**src/rtl/lc_transition_requester.sv**
```systemverilog
// Host-facing requester that forwards one lifecycle transition at a time to the protector.
// Optional request timeout is enabled with `define LC_REQ_TIMEOUT_EN.
module lc_transition_requester #(
    parameter int unsigned TIMEOUT_CYCLES = 1024
) (
    input  logic         clk,
    input  logic         rst,
    input  logic         cmd_valid,
    output logic         cmd_ready,
    input  logic [511:0] cmd_identifier,
    output logic         resp_valid,
    input  logic         resp_ready,
    output logic [1:0]   resp_status,
    output logic [2:0]   resp_state,
    output logic         lc_transition_request,
    output logic [511:0] lc_identifier,
    input  logic         lc_done,
    input  logic         lc_success,
    input  logic [2:0]   lc_state
);

    typedef enum logic [1:0] {
        ST_IDLE,
        ST_REQ,
        ST_RELEASE,
        ST_RESP
    } state_e;

    localparam logic [1:0] STATUS_OK      = 2'b00;
    localparam logic [1:0] STATUS_REJECT  = 2'b01;
    localparam logic [1:0] STATUS_EOL     = 2'b10;
    localparam logic [2:0] LC_EOL_MIN     = 3'b101;

    if (TIMEOUT_CYCLES < 2 || TIMEOUT_CYCLES > 65535) begin : g_bad_timeout
        $error("TIMEOUT_CYCLES must be in 2..65535");
    end

    state_e       state_q, state_d;
    logic [511:0] id_q, id_d;
    logic [1:0]   status_q, status_d;
    logic [2:0]   rstate_q, rstate_d;

`ifdef LC_REQ_TIMEOUT_EN
    localparam logic [1:0]  STATUS_TIMEOUT = 2'b11;
    localparam logic [15:0] TIMEOUT_LAST   = 16'(TIMEOUT_CYCLES - 1);
    logic [15:0] cnt_q, cnt_d;
`endif

    // NOTE: every variable gets its hold value before the case so no path leaves it unassigned (no latches).
    always_comb begin
        state_d  = state_q;
        id_d     = id_q;
        status_d = status_q;
        rstate_d = rstate_q;
`ifdef LC_REQ_TIMEOUT_EN
        cnt_d    = cnt_q;
`endif
        case (state_q)
            ST_IDLE: begin
                if (cmd_valid) begin
                    if (lc_state < LC_EOL_MIN) begin
                        id_d    = cmd_identifier;
                        state_d = ST_REQ;
`ifdef LC_REQ_TIMEOUT_EN
                        cnt_d   = '0;
`endif
                    end else begin
                        status_d = STATUS_EOL;
                        rstate_d = lc_state;
                        id_d     = '0;
                        state_d  = ST_RESP;
                    end
                end
            end
            ST_REQ: begin
                // lc_done wins over a coincident terminal count
                if (lc_done) begin
                    status_d = lc_success ? STATUS_OK : STATUS_REJECT;
                    rstate_d = lc_state;
                    state_d  = ST_RELEASE;
                end
`ifdef LC_REQ_TIMEOUT_EN
                else if (cnt_q == TIMEOUT_LAST) begin
                    status_d = STATUS_TIMEOUT;
                    rstate_d = lc_state;
                    state_d  = ST_RELEASE;
                end else begin
                    cnt_d = cnt_q + 16'd1;
                end
`endif
            end
            ST_RELEASE: begin
                if (!lc_done) begin
                    id_d    = '0;
                    state_d = ST_RESP;
                end
            end
            ST_RESP: begin
                if (resp_ready) begin
                    state_d = ST_IDLE;
                end
            end
            default: state_d = ST_IDLE;
        endcase
    end

    // NOTE: state registers use non-blocking assignments so every flop samples pre-edge values.
    // NOTE: the wide identifier register is reset because a mid-transaction reset must scrub the signature.
    always_ff @(posedge clk or posedge rst) begin
        if (rst) begin
            state_q  <= ST_IDLE;
            id_q     <= '0;
            status_q <= '0;
            rstate_q <= '0;
`ifdef LC_REQ_TIMEOUT_EN
            cnt_q    <= '0;
`endif
        end else begin
            state_q  <= state_d;
            id_q     <= id_d;
            status_q <= status_d;
            rstate_q <= rstate_d;
`ifdef LC_REQ_TIMEOUT_EN
            cnt_q    <= cnt_d;
`endif
        end
    end

    assign cmd_ready             = (state_q == ST_IDLE) && !rst;
    assign lc_transition_request = (state_q == ST_REQ);
    assign lc_identifier         = lc_transition_request ? id_q : '0;
    assign resp_valid            = (state_q == ST_RESP);
    assign resp_status           = status_q;
    assign resp_state            = rstate_q;

endmodule

```
**config.mk**
```make
export PLATFORM = sky130hd
export DESIGN_NAME = lc_transition_requester
export DESIGN_NICKNAME = d
export VERILOG_FILES = /design/src/rtl/lc_transition_requester.sv
export SDC_FILE = /design/constraint.sdc
export NUM_CORES = 1
export LEC_CHECK = 0
export CAP_MARGIN = 20
export CORE_AREA = 2 2 409 411
export CTS_CLUSTER_SIZE = 28
export DETAILED_ROUTE_END_ITERATION = 10
export DIE_AREA = 0 0 411 413
export GPL_TIMING_DRIVEN = 0
export SKIP_LAST_GASP = 1
export SYNTH_ARGS = -nofsm -noshare
export SYNTH_HDL_FRONTEND = slang
export SYNTH_SLANG_ARGS = --single-unit
export TNS_END_PERCENT = 20
```
**constraint.sdc**
```tcl
create_clock -name clk -period 37.4 [get_ports clk]
set_input_delay 7.48 -clock clk [delete_from_list [all_inputs] [get_ports clk]]
set_output_delay 7.48 -clock clk [all_outputs]
set_load 0.01 [all_outputs]
```
==> results.md <==
* Status: finished clean
* Number of primary I/O pins at 1041
* Final antenna-violating net count at 0
* Via Count at 22770
* Critical Path RT at 29.92 ns
* Final net count at 3960
* H-tree depth at 3
* Setup_tns at 0 ns
* Yosys top cell by area: dfrtp_1
* Syn nets at 2839
* Worst-Margin Slew at 1.075 ns
* Synth cell types at 22
* Synthesized instance count at 2314
* Leakage at 17.03 nW
* GP Congestion at 0.9656
* Area delta synth->final at 57.68%
* Max-Cap Viols at 0
* Hold crit path type: flip-flop to flip-flop
* Final core occ at 0.2576
* Cells after DPL at 5564
* Hold Worst Slack at 0.4936 ns
* CTS tree: built
* Max-slew headroom at 0.2833
* Total wire length at 141500 µm
* Fmax at 0.06122 GHz
* Max Slew Vio Count at 0
* Placed cell area at 40450 µm²
* FF-to-FF Start: state_q[0]
* Dpl ws at 20.99 ns
* First-pass iteration count of the detailed router at 5
* Residual DRC count at 0
* CTS clk-pin slew, worst paths at 0.05 ns
* Worst R2R Path Depth at 7
* Largest net degree at the start of global routing at 118
* Worst r2r dst: id_q[472]
* Initial antenna violation count at 45
* Core region area at 165900 µm²
* Combinational power share at 0.517
* Seq/Total Area, Yosys at 0.4792
* Remaining global-route overflow at 0
* Avg Inst Size Synth at 11.71 µm²
* Min Tclk post-route at 16.34 ns
* Worst setup EP type: primary output
* Top post-synthesis cells by area: dfrtp_1 48%, mux2_2 21%, nor3b_1 14%
* Cts hold-fix bufs at 0
* Root buffer cell: clkbuf_16
* Top-area cell type share of the netlist area at 0.4792
* Maximum fanout along the worst path at 2
* Final instance area at 42730 µm²
* Tcrit/Tclk final at 0.4368
* DRT iter0 DRCs at 1251
* Largest buffer count on any clock path at 3
* Dpl hpwl at 114700 µm
* Rows at 150
* Sw Share at 0.3806
* Setup CP Type: primary input to primary output
* Clock network power share at 0.206
* Worst Hold Launch: id_q[253]
* Cts repair resizes at 0
* Skew final at 0.03648 ns
* Min setup slack post-route at 21.06 ns
* Hold path depth at 1
* Tot Pwr at 3.232 mW
* Pwr Density at 75.64 nW/µm²
* Clock buffer count from CTS at 71
* WP data arrival at 8.86 ns
* Die span in y at 413 µm
* Fin. Hold Viols at 0
* Initial Util at 0.1633
* Startpoint Class: primary input
* Most frequent cells in the layout: 1040 x clkdlybuf4s50_1, 519 x dfrtp_1, 516 x mux2_2, 513 x and2_1, 512 x nor3b_1
* Switch Pwr at 1.230 mW
* Ratio of cells with drive above 1 in the final layout at 0.1982
* Vias in the first global route at 23810
* Die Area at 169700 µm²
* RSZ-0062 raised after global routing: no
* Final setup viols at 0
* Sink Count at 519
* Most common cell after layout, fill and taps aside: clkdlybuf4s50_1
* Synthesized flop and latch total at 519
* Setup bufs post-CTS at 0
* Routed length per placed instance at 24.82 µm
* First-pass GRT wire length at 189900 µm
* Peak VDD IR at 0.04133 mV
* Via density at 3.993
* Hold worst-path end: id_q[253]
* Die X at 411 µm
* Internal power at 2.002 mW
* Global-route usage over all layers at 0.1594
* R2r setup slk at 33.90 ns
* Share of power burned in registers at 0.277
* Synth Warn # at 0
* Port bufs at 1040
* Fin cells at 5702
* Clock Latency Late Sink at 0.65 ns
* Synth Cell Area at 27100 µm²
## worst max path at each step
| stage | start | end | slack [ns] | cells after the start |
|---|---|---|---|---|
| 6_report | rst | cmd_ready | 21.06 | 3 |
| 5_1_grt | rst | cmd_ready | 20.90 | 3 |
| 4_1_cts | rst | cmd_ready | 20.97 | 3 |
| 3_5_place_dp | rst | cmd_ready | 20.99 | 3 |
| 3_3_place_gp | rst | id_q[297] | 6.80 | 2 |
| 2_1_floorplan | rst | id_q[0] | 15.42 | 1 |
## power by group through the flow
stage	logic [mW]	clock network, mW	registers, mW
detailed placement	1.68	0	0.905
global placement	1.67	0	0.901
CTS	1.69	0.689	0.897
finish	1.67	0.667	0.895
floorplan	0.978	0	0.860
global route	1.78	0.708	0.922
## flip-flops by register name, indices dropped and copies added, names as in the netlist
| name | cells |
|---|---|
| state_q | 2 |
| id_q | 512 |
| resp_status | 2 |
| resp_state | 3 |
## Yosys cell counts (all sizes together)
cell type,n
o21a,1
buf,59
and2,513
mux2i,3
nor3,1
a221oi,1
a31oi,1
dfrtp,519
nor2,1
nor2b,4
nor3b,512
nand2b,1
clkbuf,169
o2111ai,1
a2111o,1
ha,4
o21ai,1
o211ai,2
mux2,516
inv,4
## critical path, cell delays in order
cell	delay, ns
clkdlybuf4s50_1	0.51
nor2b_1	0.18
clkdlybuf4s50_1	0.68
## routing by layer
| metal | global-route usage | part of all wire | up-vias |
|---|---|---|---|
| met5 | 0 | 0.0016 | - |
| met4 | 0.05665 | 0.036 | 36 |
| met2 | 0.2728 | 0.49 | 842 |
| met3 | 0.04807 | 0.082 | 219 |
| li1 | - | - | 10200 |
| met1 | 0.1879 | 0.39 | 11470 |
## final cells by class
class	instances	area, µm²
Clock inverter	21	209.0
Inverter	4	22.52
Multi-Input combinational cell	1563	13060
Buffer	228	1051
Timing Repair Buffer	1048	10610
Fill cell	17650	123200
Antenna cell	16	40.04
Sequential cell	519	12990
Tap cell	2204	2758
Clock buffer	99	2002
## logic make-up (layout without fill, tap and decap cells)
family                     after synthesis  after routing  share of synthesized area
adders and majority gates                4              4                   0.001847
other                                    0             16                          0
AOI/OAI and AO/OA                        8              8                   0.002308
buffers and inverters                  232           1400                    0.03920
DFF                                    519            519                     0.4792
muxes                                  519            519                     0.2155
and+or+nand+nor                       1032           1032                     0.2619
Power figures use the tool's default switching activity.
==> edit 1 (same flow settings) <==
Add a define of `LC_REQ_TIMEOUT_EN`.
--- a/src/rtl/lc_transition_requester.sv
+++ b/src/rtl/lc_transition_requester.sv
@@ -2,2 +2,4 @@
 // Optional request timeout is enabled with `define LC_REQ_TIMEOUT_EN.
+`define LC_REQ_TIMEOUT_EN
+
 module lc_transition_requester #(
Check against the original RTL: not settled (the Yosys comparison gave no result); the edit may change what the design does.
==> edit 1 against the unedited design <==
  * Combinational power fell by 18%
  * Sequential cell count rose by 16
  * Sequential share of layout area rose by 4.4 points
  * Non-clock buffer count fell by 48
  * Cell area fell by 9.9%
  * Total power fell by 8.4%
  * Register-to-register slack got worse by 0.30 ns
  * Worst setup slack improved by 0.15 ns
  * Wire length fell by 13%
  * Synthesized area fell by 16%
  * Maximum frequency rose by 0.95%
  * Critical endpoint unchanged
==> edit 1: results (changes against the unedited design) <==
Met1 wire length: 51200 um (-7.4%)
Pint: 1.79 mW (-11%)
WHS: 0.494 ns (+0.000358 ns)
Seq pwr share: 30.5% (+2.8 points)
Root Driver: clkbuf_16
Place WS: 21.22 ns (+0.233 ns)
GRT Resource Usage Total: 13.9% (-2.1 points)
Fin crit period: 16.18 ns (-0.154 ns)
Yosys cell types: 42 (+91%)
Yosys Warn Count: 0 (unchanged)
WHS Endpoint: id_q[173]
Final #Nets: 3521 (-11%)
Initial DRC Count: 1182 (-5.5%)
Drt total wl: 124000 um (-13%)
HPWL after DPL: 101000 um (-12%)
Worst reg2reg startpoint: state_q[0]
CP max FO: 2 (unchanged)
Inst Count DP: 5125 (-7.9%)
Pin count of the biggest net entering global routing: 122 (+3.4%)
Clk_lat worst skew: 0.66 ns
Syn_nets: 2394 (-16%)
Routability congestion estimate: 0.884 (-8.5%)
Wire length per cell: 23.5 um (-5.4%)
Global-route met3 utilization: 3.92% (-0.88 points)
Lkg Pwr: 16.2 nW (-5.1%)
Combinational power share: 46.2% (-5.5 points)
Seq/Total Area, Yosys: 59.1% (+11 points)
Register-to-Register Path Depth: 10 (+3)
VDD IR max: 0.0472 mV (+14%)
CTS Buf Count: 69 (-2.8%)
Pwr per Cell Area: 76.8 mW/mm2 (+1.6%)
Worst hold path class: reg2reg
DR vias/cell: 3.89 (-2.6%)
Tightest Pin Transition: 0.992 ns (-0.0830 ns)
Met2 usage: 21.9% (-5.4 points)
Routed wire length on met2: 57400 um (-17%)
Met1 Use GR: 17.5% (-1.3 points)
Layout cells sized above 1: 6.43% (-13 points)
Filler Cell Count: 17726 (+0.41%)
Vias in the first global route: 20641 (-13%)
Hold Startpoint: id_q[173]
Reg2reg end: id_q[208]
Antenna violations before repair: 31 (-31%)
CP peak stage delay: 0.55 ns (-0.13 ns)
Crit-path slowest cell: clkdlybuf4s50_1
Clock Skews: 0.0187 ns (-0.0178 ns)
First-pass GRT wire length: 166000 um (-13%)
R2R setup slack: 33.60 ns (-0.30 ns)
Post-Synthesis Cells: 1867 (-19%)
Post-DP Area: 0.0361 mm2 (-11%)
Critical path arrival: 8.70 ns (-0.16 ns)
Met3 WL: 9940 um (-14%)
Top sig layer: met5
Outcome: finished clean
H-Tree Depth: 3 (unchanged)
Largest Register: id_q
Port Buffers: 1040 (unchanged)
Max clock buf depth: 3 (unchanged)
Synth top area cells: dfrtp_1, a22o_1, and2_1
Synth cell count leaders: dfrtp_1, a22o_1, and2_1
## edit 1: cell count changes in the layout (fill, tap and decap cells not counted), moves of 46 or more
cell,change
clkbuf_1,-53
nor3b_1,-511
buf_2,+46
buf_4,-48
a22o_1,+512
mux2_2,-513
## edit 1: area by class of cell
type / instances / area [um2] / share of cell area (%)
inverters: 8 / 37.5 / 0.0974
clock buffers: 94 / 1940 / 5.04
flip-flops and latches: 535 / 13400 / 34.8
clock inverters: 30 / 355 / 0.922
plain buffers: 172 / 717 / 1.86
repair buffers: 1056 / 10700 / 27.9
diodes: 20 / 50.0 / 0.130
well taps: 2204 / 2760 / 7.16
multi-input cells: 1152 / 8540 / 22.2
## edit 1: cell families after synthesis
| group | synth area share, % |
|---|---|
| AND/OR/NAND/NOR | 15.6 |
| AO/OA/AOI/OAI | 21.4 |
| flip-flops | 59.1 |
| buffers and inverters | 3.29 |
| multiplexers | 0.282 |
| adder cells (fa/ha/maj) | 0.331 |
==> edit 2 (same settings) <==
Made on the original files. Reset style: synchronous (`rst`), changed in one clocked block.
--- a/src/rtl/lc_transition_requester.sv
+++ b/src/rtl/lc_transition_requester.sv
@@ -108,3 +108,3 @@
     // NOTE: the wide identifier register is reset because a mid-transaction reset must scrub the signature.
-    always_ff @(posedge clk or posedge rst) begin
+    always_ff @(posedge clk) begin
         if (rst) begin
Check against the original RTL: not settled (the Yosys comparison gave no result); the edit may change what the design does.
==> edit 2 against the unedited design <==
  * Sequential power shrank 18%
  * Sequential cell count is the same
  * Highest routed layer unchanged
  * Synthesized area shrank 17%
  * Worst setup slack lost 0.84 ns
  * Critical path type unchanged
  * Wire length grew 7.3%
  * Core utilization shrank 2.8 points
  * Largest cell class is now buffers
  * Cell area shrank 11%
  * Critical endpoint unchanged
  * Critical path depth grew 1
  * Total power shrank 19%
==> edit 2: results (changes against the unedited design) <==
Lkg Pwr: 13.2 nW (-23%)
Antenna violations before repair: 64 (+42%)
Hold Startpoint: id_q[313]
Router iterations before antenna repair: 6 (+1)
HPWL after DPL: 126000 um (+10%)
Reg2reg end: id_q[283]
GRT Resource Usage Total: 16.9% (+1.0 points)
Layout cells sized above 1: 6.88% (-13 points)
H-Tree Depth: 3 (unchanged)
Yosys cell types: 27 (+23%)
Pin count of the biggest net entering global routing: 13 (-89%)
CTS clk-pin slew, worst paths: 0.06 ns
VDD IR max: 0.0323 mV (-22%)
Filler Cell Count: 18350 (+3.9%)
Initial DRC Count: 1770 (+41%)
First-pass GRT wire length: 199000 um (+5.0%)
R2R setup slack: 34.28 ns (+0.38 ns)
WHS Endpoint: id_q[313]
Wire length per cell: 24.2 um (-2.4%)
Routability congestion estimate: 0.930 (-3.7%)
Syn_nets: 3414 (+20%)
Vias in the first global route: 23835 (+0.11%)
Outcome: finished clean
Final #Nets: 4526 (+14%)
Synth top area cells: dfxtp_1, and2_1, a21oi_1
Most common flop cell mapped by yosys: dfxtp_1
Port Buffers: 1039 (-0.096%)
Synth cell count leaders: dfxtp_1, nand2_1, a21oi_1, and2_1, nand3_1
Worst slew margin: 23.8% (-4.5 points)
Worst reg2reg startpoint: state_q[0]
CP max FO: 10 (+8)
Post-DP Area: 0.0356 mm2 (-12%)
Hold Crit Depth: 2 (+1)
DR vias/cell: 4.00 (+0.11%)
WHS: 0.443 ns (-0.0503 ns)
edit 2: cell count changes after synthesis, sizes merged, moves of 48 or more:
cell	unedited run	this run
buf	59	164
dfrtp	519	0
a21oi	0	512
mux2	516	0
clkbuf	169	121
dfxtp	0	519
nor3b	512	1
nand3	0	512
nand2	0	513
edit 2: worst max path at each step:
stage                      to  slack, ns  depth (start not counted)
floorplan           cmd_ready      21.86                          3
global placement    cmd_ready      20.08                          4
detailed placement  cmd_ready      20.05                          4
CTS                 cmd_ready      20.05                          4
global route        cmd_ready      20.10                          4
finish              cmd_ready      20.23                          4
edit 2: cell families (layout without fill, tap and decap cells):
| logic type | Yosys count | in the layout | share of synthesized area (%) |
|---|---|---|---|
| DFF | 519 | 519 | 46.4 |
| AOI/OAI and AO/OA | 521 | 521 | 11.8 |
| adders and majority gates | 4 | 4 | 0.223 |
| other | 0 | 12 | 0 |
| muxes | 4 | 4 | 0.179 |
| and+or+nand+nor | 1552 | 1552 | 34.7 |
| buffers and inverters | 289 | 1456 | 6.71 |
edit 2: area by class of cell:
type,instances,area share [%]
Multi-Input combinational cell,2081,27.7
Timing Repair Buffer,1040,27.4
Sequential cell,519,27.3
Tap cell,2204,7.26
Clock buffer,100,5.25
Buffer,285,3.92
Clock inverter,27,0.998
Antenna cell,12,0.0790
Inverter,4,0.0395
edit 2: layer usage:
metal | GRT usage (%) | wire length (um) | vias to the layer above
li1 | - | - | 11817
met1 | 20.0 | 60300 | 11929
met2 | 29.2 | 74300 | 1026
met3 | 5.55 | 12700 | 231
met4 | 4.57 | 4250 | 70
met5 | 0 | 416 | -
edit 2: worst max-delay path, cell delays in order:
cell and delay [ns]:
clkbuf_1 0.52, clkbuf_1 0.77, nor2b_1 0.10, clkdlybuf4s50_1 0.79
edit 2: power breakdown:
| group | switching [mW] | leakage [nW] | internal [mW] |
|---|---|---|---|
| Combinational | 0.759 | 7.80 | 0.404 |
| Sequential | 0.0597 | 4.23 | 0.677 |
| Clock | 0.291 | 1.16 | 0.417 |
| Total | 1.11 | 13.2 | 1.50 |
edit 2: per-stage QoR:
stage / cells / util [%] / worst slack [ns]
after floorplan: 2889 / - / 21.86
after global placement: 6132 / 21.4 / 20.08
after detailed placement: 6133 / 21.5 / 20.05
after CTS: 6260 / 22.9 / 20.05
after global routing: 6263 / 22.9 / 20.10
final: 6272 / 22.9 / 20.23
